--- config.mk ---
export PLATFORM = sky130hd
export DESIGN_NAME = eq_band_sched
export DESIGN_NICKNAME = d
export VERILOG_FILES = /design/src/rtl/eq_pkg.sv /design/src/rtl/rr_pick.sv /design/src/rtl/eq_band_sched.sv
export SDC_FILE = /design/constraint.sdc
export NUM_CORES = 1
export LEC_CHECK = 0
export ABC_AREA = 1
export CAP_MARGIN = 25
export CORE_MARGIN = 3
export CORE_UTILIZATION = 49
export CTS_BUF_LIST = sky130_fd_sc_hd__clkbuf_4 sky130_fd_sc_hd__clkbuf_8 sky130_fd_sc_hd__clkbuf_16
export CTS_CLUSTER_DIAMETER = 200
export DETAILED_ROUTE_END_ITERATION = 8
export PLACE_DENSITY = 0.69
export SETUP_SLACK_MARGIN = 0.3
export SYNTH_ARGS = -nofsm -noshare
export SYNTH_HDL_FRONTEND = slang
export SYNTH_HIERARCHICAL = 1
export SYNTH_SLANG_ARGS = --single-unit
--- constraint.sdc ---
create_clock -name clk -period 3.85 [get_ports clk]
set_input_delay 0.77 -clock clk [delete_from_list [all_inputs] [get_ports clk]]
set_output_delay 0.77 -clock clk [all_outputs]
set_load 0.02 [all_outputs]
--- src/rtl/eq_pkg.sv ---
// Shared constants and FSM encoding for the EQ band recompute scheduler.
package eq_pkg;
  localparam int DEF_LOGFFTSIZE = 10;
  localparam int DEF_AUDIOWIDTH = 16;
  localparam int DEF_NBANDS     = 4;
  localparam int WAIT_LO_LIMIT  = 4;

  typedef enum logic [1:0] {
    IDLE    = 2'd0,
    LAUNCH  = 2'd1,
    WAIT_LO = 2'd2,
    WAIT_HI = 2'd3
  } sched_state_t;
endpackage

--- src/rtl/rr_pick.sv ---
// Round-robin first-set-bit finder: lowest set bit of mask at or above start, wrapping.
module rr_pick #(
  parameter int N  = 4,
  parameter int LW = 2
) (
  input  logic [N-1:0]  mask_i,
  input  logic [LW-1:0] start_i,
  output logic [LW-1:0] idx_o,
  output logic          found_o
);
  logic [2*N-1:0] dbl;
  logic [2*N-1:0] sh;
  int             p;

  always_comb begin
    dbl     = {mask_i, mask_i};
    sh      = '0;
    p       = 0;
    idx_o   = '0;
    found_o = 1'b0;
    for (int i = 0; i < N; i++) begin
      p  = int'(start_i) + i;
      sh = dbl >> p;
      if (p >= N) p = p - N;
      if (!found_o && sh[0]) begin
        found_o = 1'b1;
        idx_o   = LW'(p);
      end
    end
  end
endmodule

--- src/rtl/eq_band_sched.sv ---
// Stores per-band EQ settings and launches the gain-curve recompute engine once per
// changed band, round-robin, only while the FFT stage is not reading the curve.
module eq_band_sched
  import eq_pkg::*;
#(
  parameter int LOGFFTSIZE = DEF_LOGFFTSIZE,
  parameter int AUDIOWIDTH = DEF_AUDIOWIDTH,
  parameter int NBANDS     = DEF_NBANDS,
  parameter int LOGNBANDS  = 2,
  parameter int TMO_LOG    = 12
) (
  input  logic                  clk,
  input  logic                  rst,
  input  logic                  cfg_valid,
  output logic                  cfg_ready,
  input  logic [LOGNBANDS-1:0]  cfg_band,
  input  logic [LOGFFTSIZE-1:0] cfg_num,
  input  logic [LOGFFTSIZE-2:0] cfg_width,
  input  logic [AUDIOWIDTH-1:0] cfg_gain,
  input  logic                  curve_lock,
  output logic                  do_recompute,
  output logic [LOGFFTSIZE-1:0] bin_num,
  output logic [LOGFFTSIZE-2:0] bin_width,
  output logic [AUDIOWIDTH-1:0] bin_gain,
  input  logic                  recompute_done,
  output logic [LOGNBANDS-1:0]  active_band,
  output logic                  busy,
  output logic [NBANDS-1:0]     dirty,
  output logic                  err
);
  logic [LOGFFTSIZE-1:0] num_q   [NBANDS];
  logic [LOGFFTSIZE-2:0] width_q [NBANDS];
  logic [AUDIOWIDTH-1:0] gain_q  [NBANDS];

  sched_state_t          state_q;
  logic [NBANDS-1:0]     dirty_q, dirty_d;
  logic [LOGNBANDS-1:0]  rr_q, active_q, pick_idx;
  logic [TMO_LOG-1:0]    cnt_q;
  logic [LOGFFTSIZE-1:0] bin_num_q;
  logic [LOGFFTSIZE-2:0] bin_width_q;
  logic [AUDIOWIDTH-1:0] bin_gain_q;
  logic                  do_q, err_q, ready_q, pick_found, launch, wr_ok;

  rr_pick #(.N(NBANDS), .LW(LOGNBANDS)) u_pick (
    .mask_i  (dirty_q),
    .start_i (rr_q),
    .idx_o   (pick_idx),
    .found_o (pick_found)
  );

  assign wr_ok  = cfg_valid && (int'(cfg_band) < NBANDS);
  assign launch = (state_q == IDLE) && pick_found && !curve_lock && recompute_done;

  // A write landing on the same edge as the launch clear keeps the band pending.
  always_comb begin
    dirty_d = dirty_q;
    if (launch) dirty_d[pick_idx] = 1'b0;
    if (wr_ok)  dirty_d[cfg_band] = 1'b1;
  end

  always_ff @(posedge clk) begin
    if (rst) begin
      dirty_q <= '0;
      for (int i = 0; i < NBANDS; i++) begin
        num_q[i]   <= '0;
        width_q[i] <= '0;
        gain_q[i]  <= '0;
      end
    end else begin
      dirty_q <= dirty_d;
      if (wr_ok) begin
        num_q[cfg_band]   <= cfg_num;
        width_q[cfg_band] <= cfg_width;
        gain_q[cfg_band]  <= cfg_gain;
      end
    end
  end

  always_ff @(posedge clk) begin
    if (rst) begin
      state_q     <= IDLE;
      rr_q        <= '0;
      active_q    <= '0;
      cnt_q       <= '0;
      bin_num_q   <= '0;
      bin_width_q <= '0;
      bin_gain_q  <= '0;
      do_q        <= 1'b0;
      err_q       <= 1'b0;
      ready_q     <= 1'b0;
    end else begin
      ready_q <= 1'b1;
      do_q    <= 1'b0;
      case (state_q)
        IDLE: begin
          if (launch) begin
            bin_num_q   <= num_q[pick_idx];
            bin_width_q <= width_q[pick_idx];
            bin_gain_q  <= gain_q[pick_idx];
            active_q    <= pick_idx;
            do_q        <= 1'b1;
            state_q     <= LAUNCH;
          end
        end
        LAUNCH: begin
          rr_q    <= (int'(active_q) == NBANDS - 1) ? '0 : active_q + 1'b1;
          cnt_q   <= '0;
          state_q <= WAIT_LO;
        end
        WAIT_LO: begin
          if (!recompute_done) begin
            cnt_q   <= '0;
            state_q <= WAIT_HI;
          end else if (cnt_q == TMO_LOG'(WAIT_LO_LIMIT - 1)) begin
            err_q   <= 1'b1;
            state_q <= IDLE;
          end else begin
            cnt_q <= cnt_q + 1'b1;
          end
        end
        WAIT_HI: begin
          if (recompute_done) begin
            state_q <= IDLE;
          end else if (&cnt_q) begin
            err_q   <= 1'b1;
            state_q <= IDLE;
          end else begin
            cnt_q <= cnt_q + 1'b1;
          end
        end
        default: state_q <= IDLE;
      endcase
    end
  end

  assign cfg_ready    = ready_q;
  assign do_recompute = do_q;
  assign bin_num      = bin_num_q;
  assign bin_width    = bin_width_q;
  assign bin_gain     = bin_gain_q;
  assign active_band  = active_q;
  assign busy         = (state_q != IDLE);
  assign dirty        = dirty_q;
  assign err          = err_q;
endmodule

# Word-level counts from Yosys, hierarchy flattened
# Memory sizes are Yosys's and may differ from the RTL's. A register that Yosys moved wholly into a read port is not among the register bits.
# Cells that the tools add are included.
[classes]
n_mux = 51
shifts = 4
n_reduce_logical = 25
n_eq_ne = 14
add_sub_neg = 9
bitwise_logic = 4
n_lt_le_gt_ge = 8
[op_table]
columns = ["cell", "n"]
rows = [
  ["12-bit 2-to-1 mux", 4],
  ["12-bit case mux with 3 select lines", 1],
  ["2-bit 2-to-1 mux", 17],
  ["8-bit by 3-bit >> shifter with 1-bit output", 3],
  ["1-bit 2-to-1 mux", 20],
  ["16-bit 2-to-1 mux", 1],
  ["16-bit OR reduction", 1],
  ["12-bit by 1-bit adder with 12-bit output, second input constant", 1],
  ["12-bit by 2-bit == test with 1-bit output, second input constant", 1],
  ["2-bit != test, second input constant", 6],
  ["12-bit AND reduction", 1],
  ["10-bit 2-to-1 mux", 1],
  ["10-bit OR reduction", 1],
  ["3-bit >= comparator, second input constant", 3],
  ["9-bit 2-to-1 mux", 1],
  ["3-bit != test, second input constant", 3],
  ["9-bit OR reduction", 1],
  ["1-bit logical AND", 8],
  ["4-bit 2-to-1 mux", 2],
  ["2-bit case mux with 4 select lines", 1],
  ["8-bit by 2-bit >> shifter with 1-bit output", 1],
  ["2-bit by 1-bit subtractor with 2-bit output, second input constant", 4],
  ["2-bit by 2-bit adder with 3-bit output, second input constant", 2],
  ["2-bit by 3-bit < comparator with 1-bit output, second input constant", 2],
  ["other kinds (21)", 29],
]
[word_totals]
wordCells = 126
mem_bits_rw = 140
register_bits = 25
input_bits = 42
n_memories = 3
output_inout_bits = 45
[mem_list]
columns = ["memory", "words", "width", "rd", "rd_clocked_by_memory_dff", "wr", "line_no", "text"]
rows = [
  ["gain_q", 4, 16, 1, 1, 4, "eq_band_sched.sv:33", "logic [AUDIOWIDTH-1:0] gain_q [NBANDS];"],
  ["num_q", 4, 10, 1, 1, 4, "eq_band_sched.sv:31", "logic [LOGFFTSIZE-1:0] num_q [NBANDS];"],
  ["width_q", 4, 9, 1, 1, 4, "eq_band_sched.sv:32", "logic [LOGFFTSIZE-2:0] width_q [NBANDS];"],
]

# Logic depth before layout (Yosys ltp)
[logic_depth]
word_depth = 20
depth_mapped = 15
mapped_depth_nobuf = 14

# Modules after synthesis
# Netlist, hierarchy kept.
[by_module_without_submodules]
columns = ["module", "seq_area_each_um2", "area_each_um2", "cells_each", "instances"]
rows = [
  ["eq_band_sched", 5405.2, 8234.1, 780, 1],
  ["rr_pick", 0.0, 330.3, 53, 1],
]

# Worst setup path before layout
# OpenSTA, ideal clock, no wires.
[synth_path]
path_kind = "input to register"
start = "input port rst"
end = "memory gain_q[0][0] (netlist bit) (enable)"
required_time_ps = 3457
setup_time_ps = 393
path_buffers = 2
arrival_ps = 2357
stages = 7
path_slack_ps = 1100
cell_sequence = "buf_2 > inv_2 > nand2_2 > nor2_1 > nand2_1 > buf_2 > nand2_1"
[synth_rtl]
columns = ["element", "line_no", "text"]
rows = [
  ["from (decl)", "eq_band_sched.sv:13", "input logic rst,"],
  ["to (decl)", "eq_band_sched.sv:33", ""],
]

# Final worst setup path
[layout_path]
start = "register rr_q[0]"
end = "register bin_num_q[6] (netlist: bin_num[6]), read port of num_q"
[layout_between]
word_cells_on_any_way = 37
classes_between = "add/sub (7); order compare (4); shift (4); mux (12); reduce/logical (10)"
[layout_rtl]
columns = ["element", "line_no", "text"]
rows = [
  ["from (decl)", "eq_band_sched.sv:37", "logic [LOGNBANDS-1:0] rr_q, active_q, pick_idx;"],
  ["from (signal assigned)", "eq_band_sched.sv:106", "rr_q <= (int'(active_q) == NBANDS - 1) ? '0 : active_q + 1'b1;"],
  ["parallel branches: the longest is 10 deep, another holds 2-bit by 1-bit adder with 3-bit output", "--", ""],
  ["2-bit 2-to-1 mux *", "rr_pick.sv:25", "if (!found_o && sh[0]) begin"],
  ["net pick_idx[1]", "eq_band_sched.sv:37", ""],
  ["to (decl)", "eq_band_sched.sv:39", "logic [LOGFFTSIZE-1:0] bin_num_q;"],
]
# Mark *: on every way through the listed nets, which the timed path passes.
# A chain may end at the register's enable or synchronous reset.

==> results.txt <==
* Type of destination of the critical path: register
- Dividing total power by cell area gives a power density of 698 nW/um^2.
- The Yosys step of the flow raised 6 warnings.
- In this run the core area contains 47 standard-cell rows.
- Sequential fraction of the synthesis area: 63.1%
- Setup repair after global routing missed its margin: no
* Clk root buf: clkbuf_16
- Once placement finished, the instance area stood at 9680 sq um.
* Die height: 138 um
* Number of flops mapped to enable cells by yosys: 140
- Final Cell Area: 10,200 sq um
* Die width: 138 um
- Cell chain of the critical path: nand2_1 -> nand3_2 -> nand2_2 -> nor2_2 -> nand2_1 -> nand2_1 -> nor2_1 -> nand2_2 -> buf_4 -> nand3_1 -> a41oi_1
* Overall routing resource usage: 21.4%
- Post-Route Setup TNS: 0 ns
* Final count of hold timing violations: 0
- Synthesis produced a netlist with a net count of 877.
* Gate family responsible for the most delay along the worst path: simple AND/OR/NAND/NOR gates
- In this run the cell area of the synthesized design comes to 8560 sq um.
* Total half-perimeter wirelength after legalization and detailed placement: 12,500 um
- Of the cells placed in the final design, the portion with a size suffix greater than 1 is 10.9%.
- In this run, placement finished with an instance count of 1,111.
* Total wire length after detailed routing: 20,000 um
- Peak clock frequency supported by timing: 368 MHz
- Subtracting the final worst setup slack from the clock period gives 2.72 ns.
- The later pin in the worst-skew pair is clocked with a latency of 0.43 ns.
- Yosys mapped the design onto 34 distinct sky130hd cell types.
* Count of state elements after synthesis: 200
- Relative max-transition margin: 55.8%
* Final count of negative-setup-slack endpoints: 0
* Stage delay of the slowest cell on the critical path: 0.62 ns
- Global-route wire length before repair: 32,800 um
* Initial core utilization: 50.9%
- Fraction of post-synthesis cell area in the top cell type by area: 49.1%
- Leading cell types by total area after synthesis: edfxtp_1 (49%), dfxtp_1 (14%), nor2_1 (7.7%)
* Post-CTS setup buffer count: 0
- Data arrives at the worst endpoint at 3.06 ns.
- Clock-pin slew on the worst setup and hold paths: 0.07 ns
- Count leader, synth: nor2_1
* Post-route DRC violation count: 0
* Routed WL per cell: 17.5 um
- In this run the worst hold path is classified as reg -> reg.
* Status: completed
- Buffers & Inverters on Critical Path: 1
- 87 I/O pins were placed.
* Share of synthesized registers carrying an async set or reset: 0%
* Biggest fanout along the worst timing path: 63
- CTS tree: built
- Largest buffer count on any clock path: 2
- Nets: 954
- Diode insertion count for antenna repair: 0
- Max VDD drop: 0.516 mV
- The largest total area in the synthesized netlist belongs to edfxtp_1.
- The cell that appears most often on the critical path is nand2_1.
* Most frequent cells after synthesis: nor2_1 (176), edfxtp_1 (140), nand3_1 (87), nand2_1 (69), inv_1 (64)
- Period utilisation layout: 70.5%
- Die area: 19,100 sq um
* Weighted congestion at the end of routability-driven global placement: 0.816
- A synthesized cell averages 10.3 sq um.
* Commonest register cell after synthesis: edfxtp_1
- Initial DRC Count: 624
- The H-tree was split into 4 levels.
- STA classifies the critical path startpoint as a register.
- Synthesis-to-finish area growth: 19.5%
* Max-cap viol count: 0
* Hold buffer count at cts: 0
- Number of global-route vias before repair: 6,282
- Number of CTS-inserted buffers: 17
- The initial antenna violation count is 0.
- Total power for the finished layout comes to 7.15 mW.
- Pre-antenna DRT Iters: 5
* Start-to-end type of the worst setup path: reg -> reg
- The largest individual stage delay along the critical path comes from the cell dfxtp_1.
- Clk sink count: 200
* Clock Skews: 0.0113 ns
- The floorplan step defined a core boundary enclosing 16,800 sq um.
- In this run, post-CTS repair resized a total of 0 instances.
* Post-route ant nets: 0
* Required time reported for the critical path endpoint: 4.20 ns
- Count of port buffers added during placement: 86
- Global routing finished with a remaining overflow of 0.
- Routed vias/inst: 5.59
- Once layout is complete, the cells apart from fillers number 1,143.
* Static Leak: 3.75 nW
* Max Slew Vio Count: 0
* Gate count after technology mapping: 833
- Largest net degree at the start of global routing: 64
- Summing over every cut layer, the via total after detailed routing is 6,391.
- At the pin with the least slew margin, the transition time is 0.663 ns.
[per-layer routing]
layer	vias to the layer above	global-route usage [%]	share of wire (%)
met1	3098	28.7	44
met3	31	4.59	5.4
li1	3064	-	-
met2	198	35.1	49
met4	0	6.71	1.7
met5	-	0	0
[registers in the layout (all words and copies together), names as in the netlist]
| register | cells |
|---|---|
| do_recompute | 1 |
| active_band | 2 |
| cfg_ready | 1 |
| cnt_q | 12 |
| state_q | 2 |
| err | 1 |
| bin_gain | 16 |
| bin_width | 9 |
| bin_num | 10 |
| dirty | 4 |
| num_q | 40 |
| width_q | 36 |
| gain_q | 64 |
| rr_q | 2 |
[worst paths after layout]
kind	slack [ns]	to	cells past startpoint	from
max	1.13	bin_num[6]$_SDFFE_PP0P_	11	rr_q[0]$_SDFFE_PP0N_
min	0.45	err$_SDFFE_PP0P_	2	err$_SDFFE_PP0P_
max reg2reg	1.13	bin_num[6]$_SDFFE_PP0P_	11	rr_q[0]$_SDFFE_PP0N_
min reg2reg	0.45	err$_SDFFE_PP0P_	2	err$_SDFFE_PP0P_
[layout by cell type, fill, tap and decap left out, drive strengths merged]
cell,netlist,final
a31oi,1,1
a41oi,35,35
nor2,183,183
a211oi,2,2
xnor2,2,2
a22oi,35,35
clkinvlp,0,9
buf,32,23
nand4,7,7
clkbuf,19,19
a21oi,17,17
nand3,93,93
dfxtp,60,60
clkinv,0,4
edfxtp,140,140
clkdlybuf4s50,0,86
o21ai,43,43
inv,73,73
nand3b,3,3
o211ai,1,1
ha,2,2
nor3,2,2
nand2,83,83
[cells by family after synthesis]
| group | Yosys count | share of synthesized area (%) |
|---|---|---|
| compound gates | 134 | 10.5 |
| flops | 200 | 63.1 |
| buf+inv | 124 | 6.08 |
| simple gates | 371 | 19.8 |
| fa+ha+maj | 2 | 0.292 |
| xor+xnor | 2 | 0.205 |
[tightest hold or removal path: cells and delay by family (launching register included)]
| family | cells | cell delay, ns |
|---|---|---|
| flops | 1 | 0.31 |
| compound gates | 1 | 0.05 |
| buf+inv | 1 | 0.04 |
[power by group]
part           leakage (nW)  switching (mW)  internal, mW
combinational          1.66            1.86         0.894
sequential             1.85           0.164          2.57
clock                 0.242           0.790         0.862
[area by class of cell]
cell class | instances | area, sq um
Clock buffer | 19 | 453
Multi-Input combinational cell | 509 | 2670
Fill cell | 1412 | 6580
Clock inverter | 13 | 98.8
Sequential cell | 200 | 5410
Inverter | 73 | 284
Timing Repair Buffer | 109 | 1050
Tap cell | 220 | 275
[stage by stage]
step                setup slack, ns  util [%]  hold WS [ns]
global route                  0.886      60.9         0.476
CTS                            1.16      60.9         0.453
detailed placement             1.10      57.6         0.442
floorplan                      1.10         -         0.452
global placement               1.15      57.6         0.440
finish                         1.13      60.9         0.449
(Power assumes the default switching activity.)
